<file path="config.mk">
export PLATFORM = sky130hd
export DESIGN_NAME = trace_dump
export DESIGN_NICKNAME = d
export VERILOG_FILES = /design/src/rtl/osc_pkg.sv /design/src/rtl/trace_dump.sv
export SDC_FILE = /design/constraint.sdc
export NUM_CORES = 1
export LEC_CHECK = 0
export BUFFER_PORTS_ARGS = -buffer_cell sky130_fd_sc_hd__buf_2
export CAP_MARGIN = 20
export CORE_ASPECT_RATIO = 0.75
export CORE_MARGIN = 5
export CORE_UTILIZATION = 35
export DETAILED_ROUTE_END_ITERATION = 12
export GPL_TIMING_DRIVEN = 0
export MAX_ROUTING_LAYER = met4
export PLACE_DENSITY = 0.68
export SETUP_SLACK_MARGIN = 0.02
export SLEW_MARGIN = 20
export SYNTH_ARGS = -nofsm -noshare
export SYNTH_HDL_FRONTEND = slang
export SYNTH_SLANG_ARGS = --single-unit
</file>
<file path="constraint.sdc">
create_clock -name clk -period 4.4 [get_ports clk]
set_input_delay 0 -clock clk [delete_from_list [all_inputs] [get_ports clk]]
set_output_delay 0 -clock clk [all_outputs]
set_load 0.01 [all_outputs]
</file>
<file path="src/rtl/osc_pkg.sv">
// Shared oscilloscope definitions: trace-dump FSM states, trace geometry and
// channel select codes.
package osc_pkg;

  typedef enum logic [2:0] {
    IDLE,
    RD,
    WT,
    SEND,
    DONE
  } dump_state_t;

  localparam int unsigned TRACE_ADDR_W = 9;
  localparam int unsigned TRACE_DEPTH  = 512;

  localparam logic [1:0] CH1 = 2'd0;
  localparam logic [1:0] CH2 = 2'd1;
  localparam logic [1:0] CH3 = 2'd2;

endpackage

</file>
<file path="src/rtl/trace_dump.sv">
// Capture-RAM reader: walks one channel's circular trace from oldest to newest
// sample and streams each byte to the host transmitter over valid/ready.
module trace_dump
  import osc_pkg::*;
#(
  parameter int unsigned ADDR_W = TRACE_ADDR_W,
  parameter int unsigned DATA_W = 8,
  parameter int unsigned DEPTH  = TRACE_DEPTH
) (
  input  logic              clk,
  input  logic              rst,
  input  logic              start,
  input  logic [1:0]        ch_sel,
  input  logic              abort,
  input  logic              cap_done,
  input  logic [ADDR_W-1:0] trace_end,
  input  logic [DATA_W-1:0] rdata_ch1,
  input  logic [DATA_W-1:0] rdata_ch2,
  input  logic [DATA_W-1:0] rdata_ch3,
  input  logic              tx_rdy,
  output logic              ram_en,
  output logic [ADDR_W-1:0] ram_addr,
  output logic [DATA_W-1:0] tx_data,
  output logic              tx_vld,
  output logic              dump_busy,
  output logic              dump_done,
  output logic              clr_cap_done,
  output logic              nak
);

  localparam int unsigned   CNT_W = ADDR_W + 1;
  localparam logic [CNT_W-1:0] LAST_CNT = CNT_W'(DEPTH - 1);

  dump_state_t       state_q, state_d;
  logic [ADDR_W-1:0] ptr_q;
  logic [CNT_W-1:0]  cnt_q;
  logic [1:0]        ch_q;
  logic [DATA_W-1:0] tx_data_q;
  logic [DATA_W-1:0] rdata_sel;
  logic              nak_q;
  logic              req_ok;
  logic              accept;
  logic              advance;

  assign req_ok  = cap_done && (ch_sel != 2'd3);
  assign accept  = (state_q == IDLE) && start && req_ok;
  // abort outranks a same-cycle handshake, so the byte is not consumed
  assign advance = (state_q == SEND) && tx_rdy && !abort;

  always_comb begin
    rdata_sel = '0;
    case (ch_q)
      CH1:     rdata_sel = rdata_ch1;
      CH2:     rdata_sel = rdata_ch2;
      CH3:     rdata_sel = rdata_ch3;
      default: rdata_sel = '0;
    endcase
  end

  always_comb begin
    state_d = state_q;
    case (state_q)
      IDLE:    if (accept) state_d = RD;
      RD:      state_d = WT;
      WT:      state_d = SEND;
      SEND:    if (tx_rdy) state_d = (cnt_q == LAST_CNT) ? DONE : RD;
      DONE:    state_d = IDLE;
      default: state_d = IDLE;
    endcase
    if (abort && (state_q != IDLE)) state_d = IDLE;
  end

  always_comb begin
    ram_en       = 1'b0;
    tx_vld       = 1'b0;
    dump_busy    = 1'b1;
    dump_done    = 1'b0;
    clr_cap_done = 1'b0;
    case (state_q)
      IDLE:    dump_busy = 1'b0;
      RD:      ram_en = 1'b1;
      SEND:    tx_vld = 1'b1;
      DONE: begin
        dump_done    = 1'b1;
        clr_cap_done = 1'b1;
      end
      default: ;
    endcase
  end

  always_ff @(posedge clk) begin
    if (rst) begin
      state_q   <= IDLE;
      ptr_q     <= '0;
      cnt_q     <= '0;
      ch_q      <= '0;
      tx_data_q <= '0;
      nak_q     <= 1'b0;
    end else begin
      state_q <= state_d;
      nak_q   <= (state_q == IDLE) && start && !req_ok;
      if (accept) begin
        ch_q  <= ch_sel;
        ptr_q <= trace_end + ADDR_W'(1);
        cnt_q <= '0;
      end
      if (state_q == WT) tx_data_q <= rdata_sel;
      if (advance) begin
        ptr_q <= ptr_q + ADDR_W'(1);
        cnt_q <= cnt_q + CNT_W'(1);
      end
    end
  end

  assign ram_addr = ptr_q;
  assign tx_data  = tx_data_q;
  assign nak      = nak_q;

endmodule

</file>
== After elaboration in Yosys (flattened, before gate mapping) ==
Cells that the tools add are included.
Cells by class
  equal/unequal tests: 10
  muxes and demuxes: 13
  $add $sub $neg: 3
  reductions and logical operators: 15
Operators by type and width (count)
  case mux 8 bit (3 select lines): 1
  2-to-1 mux 10 bit: 2
  adder 9 x 1 -> 9 bit, second input constant: 2
  2-to-1 mux 9 bit: 2
  case mux 3 bit (4 select lines): 1
  adder 10 x 1 -> 10 bit, second input constant: 1
  equality test 10 x 9 -> 1 bit, second input constant: 1
  2-to-1 mux 3 bit: 3
  logical AND 1 bit: 7
  equality test 3 x 2 -> 1 bit, second input constant: 2
  != test 2 bit, second input constant: 3
  2-to-1 mux 1 bit: 4
  equality test 3 x 1 -> 1 bit, second input constant: 1
  equality test 3 bit, second input constant: 1
  zero test 3 bit: 1
  nonzero test 3 bit: 1
  equality test 2 x 1 -> 1 bit, second input constant: 1
  equality test 2 bit, second input constant: 1
  zero test 1 bit: 2
  zero test 2 bit: 1
  AND reduction 2 bit: 1
  nonzero test 2 bit: 1
  OR reduction 2 bit: 1
Word-level totals
  bits of input ports: 41
  output and inout port bits: 23
  register bits: 33
  logic and storage cells: 47

== Logic depth before layout (Yosys ltp) ==
  depth after elaboration: 5
  gate-level depth with buffers: 12
  mapped depth without buffers: 9

== Worst setup path before layout ==
OpenSTA, ideal clock, no wires.
  path type: reg2reg
  start: register state_q[2]
  end: register ptr_q[8], in the netlist ram_addr[8]
  data required time: 4278 ps
  cell stages (with the launch flop): 13
  path slack: 1914 ps
  setup time: 122 ps
  arrival: 2365 ps
  path buffers: 3
  period minus slack after synthesis: 2486 ps
  cells stage by stage: dfxtp_1 -> buf_6 -> nand3b_4 -> nor2_1 -> buf_2 -> buf_2 -> nand2_1 -> nand2_1 -> ha_1 -> nand3_1 -> nor3_1 -> a41oi_1 -> o32a_1
On the way
  longest elaborated chain between the ends: 4
  elaborated cells on any way between the ends: 8
  classes of those cells: eq/ne: 1; mux: 1; reduce/logical: 6
Ends and longest elaborated chain
  from (decl): line trace_dump.sv:34  | dump_state_t state_q, state_d;
  from (signal assigned): line trace_dump.sv:100  | state_q <= state_d;
  equality test 3 x 2 -> 1 bit / zero test 3 bit (equally long branches): line trace_dump.sv:48, trace_dump.sv:46
  logical AND 1 bit, on equally long branches (2 in a row): line trace_dump.sv:48, trace_dump.sv:46
  2-to-1 mux 9 bit / nonzero test 2 bit (equally long branches)
  to (signal assigned): line trace_dump.sv:104  | ptr_q <= trace_end + ADDR_W'(1);
  to (signal assigned): line trace_dump.sv:109  | ptr_q <= ptr_q + ADDR_W'(1);
  to (decl): line trace_dump.sv:35  | logic [ADDR_W-1:0] ptr_q;
Parallel ways exist; a longest one is shown, timed or not.
A chain may end at the register's enable or synchronous reset.

== Worst setup path after layout ==
Same ends and word-level chain as after synthesis.

==> flow_summary.yaml <==
die:
  chipHeight_um: 74.6
  fp.dieArea_sq_um: 7170
  rows: 23
  initial_core_util: 0.362
  ios: 64
  die_x_um: 96.1
  core_area_sq_um: 5380
layout:
  final_cell_mix: "66 x buf_2, 35 x nor2_1, 33 x dfxtp_1"
  num-nets-final: 360
  finalInstanceArea_sq_um: 2470
  syn2layout_area_growth_pct: 27.0
  n_antenna_cell: 0
  n_fill_cell: 557
  final_layout_size_suffix_gt1_frac: 0.281
  fin_cells: 392
  final_common_cell: "buf_2"
logic_synthesis:
  synthTopCellsByArea: "dfxtp_1 34%, nor2_1 6.8%, a21oi_1 6.4%, mux2i_1 4.6%, nand2_1 4.4%"
  synth_cell_type_count: 52
  synth_area_sq_um: 1950
  synth_seq_cells: 33
  ys_async_sr_fraction: 0
  syn-num-nets: 287
  yosysTopAreaCell: "dfxtp_1"
  synth-main-ff-cell: "dfxtp_1"
  netlist.area_leader.share: 0.340
  synth_cells: 244
  postSynthAreaPerCell_sq_um: 7.97
  ys_warn_count: 0
  synth_edf_count: 0
  yosysSeqAreaShare: 0.340
place:
  placedCellCount: 382
  finalWeightedCongestion: 0.913
  numPortBuffers: 63
  dp_hpwl_um: 4160
  place_area_sq_um: 2350
route:
  antenna_left: 0
  routed_wl_um: 5560
  via_count: 2038
  first_iter_violations: 87
  drtPass1Iterations: 4
  wl_per_cell_um: 14.2
  via_per_inst: 5.20
  drc: 0
clocking:
  clkLatencyLatePin_ps: 290
  cts.sinks: 33
  post-cts-setup-buffers: 0
  cts_tree: "built"
  cts_root_buffer: "clkbuf_8"
  cts_buffer_depth: 2
  cts.reportedPaths.clkPinSlew_ps: 70
  cts_inserted_buffers: 5
  htreeDepth: 2
power_and_ir_drop:
  switching_power_uw: 176
  peakVddDrop_uv: 103
  internal_power_uw: 481
  cellLeakagePower_uw: 0.00105
  p_seq_frac: 0.481
  combinationalPowerShare: 0.166
  clkPwrFrac: 0.353
  power.density_nw_per_um2: 266
  switching_share: 0.268
grt:
  grt_max_degree: 11
  use_met1: 0.208
  grt_pass1_vias: 1850
  grt_use_met2: 0.260
  grt_util_all_layers: 0.165
  top_usage_layer: "met2"
  grtUsageMet3: 0.0384
  grt.overflow.total: 0
  grt_pass1_wl_um: 8860
  grt_antenna_before_repair: 0
timing:
  fin_crit_sh: 0.683
  max_freq_mhz: 333
  rsz0062_at_grt: "false"
  finalSetupTns_ps: 0
  hold_violations: 0
  final_max_slew_viol_count: 0
  setup_viol: 0
  slew-limit-headroom: 0.593
  holdWs_ps: 45.1
  period_needed_ps: 3000
  worst_pin_slew_ps: 610
  clock_skew_ps: 10.0
job:
  maxCapViolCount: 0
critical_path:
  crit_path_end_kind: "register"
  arrival_ps: 3180
  r2r-start: "state_q[2]"
  startpoint: "state_q[2]"
  start_kind: "register"
  path_class: "register to register"
  required_ps: 4580
  crit_fanout: 10
min_path:
  min-delay-start: "rdata_ch2[2]"
  min_path_type: "primary input to register"
status:
  run_status: "finished clean"
## metal layers
layer	part of all wire	vias up	routed length, um
met1	0.45	947	2490
met5	0	-	0
li1	-	1036	-
met3	0.063	7	348
met4	0.0097	0	54
met2	0.48	48	2670
## power by group through the flow
stage / clock network [uW] / logic [uW] / registers [uW]
2_1_floorplan: 0 / 59.1 / 325
3_3_place_gp: 0 / 105 / 322
3_5_place_dp: 0 / 106 / 323
4_1_cts: 237 / 109 / 316
5_1_grt: 250 / 122 / 317
6_report: 232 / 109 / 316
## logic make-up (layout without fill, tap and decap cells)
group / after synthesis / after routing / share of synthesized area
xor gates and xnor gates: 4 / 4 / 0.0180
adders and majority gates: 2 / 2 / 0.0129
DFF: 33 / 33 / 0.340
and+or+nand+nor: 102 / 102 / 0.273
buffers and inverters: 25 / 98 / 0.0675
AOI/OAI and AO/OA: 68 / 68 / 0.237
muxes: 10 / 10 / 0.0521
## registers in the layout, summed over array words and instances, names as in the netlist
signal,count
nak,1
state_q,3
ram_addr,9
ch_q,2
tx_data,8
cnt_q,10
## critical path, stage by stage (launching register included)
cell and delay (ps):
dfxtp_1 310, buf_6 130, nand3b_4 180, nor2_1 230, buf_2 280, buf_2 260
nand2_1 80, nand2_1 60, ha_1 220, nand3_1 160, nor3_1 430, a41oi_1 190
o32a_1 370
## synthesized netlist by cell type, types with 2 or more instances
| library cell | number |
|---|---|
| a2111oi_0 | 2 |
| a2111oi_2 | 2 |
| a211oi_1 | 11 |
| a21oi_1 | 25 |
| a31o_2 | 3 |
| a31oi_1 | 3 |
| a41oi_1 | 2 |
| and3_1 | 2 |
| buf_2 | 3 |
| buf_4 | 3 |
| buf_6 | 3 |
| clkbuf_1 | 10 |
| dfxtp_1 | 33 |
| ha_1 | 2 |
| inv_1 | 5 |
| mux2i_1 | 9 |
| nand2_1 | 23 |
| nand3_1 | 10 |
| nand3b_1 | 3 |
| nor2_1 | 35 |
| nor3_1 | 6 |
| nor3b_1 | 3 |
| nor4_1 | 7 |
| o21a_1 | 2 |
| o21ai_0 | 7 |
| o32a_1 | 2 |
| xnor2_1 | 3 |
## final timing paths
kind / to / slack, ps / depth (start not counted)
worst min-delay path: tx_data[2] / 50 / 3
worst max-delay path: ram_addr[8] / 1400 / 12
worst min register to register: cnt_q[5] / 490 / 1
worst max register to register: ram_addr[8] / 1400 / 12
## metrics by stage
step / utilization / setup slack [ps] / total power, uW
finish: 0.459 / 1400 / 657
global placement: 0.438 / 1480 / 428
detailed placement: 0.438 / 1490 / 429
CTS: 0.459 / 1460 / 662
global route: 0.459 / 1190 / 689
floorplan: - / 1910 / 384
## area by class of cell
class | count | area, sq um | share of cell area
Timing Repair Buffer | 66 | 345 | 0.140
Buffer | 20 | 113 | 0.0456
Multi-Input combinational cell | 186 | 1150 | 0.467
Tap cell | 75 | 93.8 | 0.0380
Sequential cell | 33 | 661 | 0.267
Clock buffer | 7 | 86.3 | 0.0349
Inverter | 5 | 18.8 | 0.00759
## what timing repair did
action,in CTS,in global routing
hold endpoints to repair,5,0
hold buffers,3,0
gates resized for setup,0,0
Note: power is estimated with default switching activity, not from simulation.
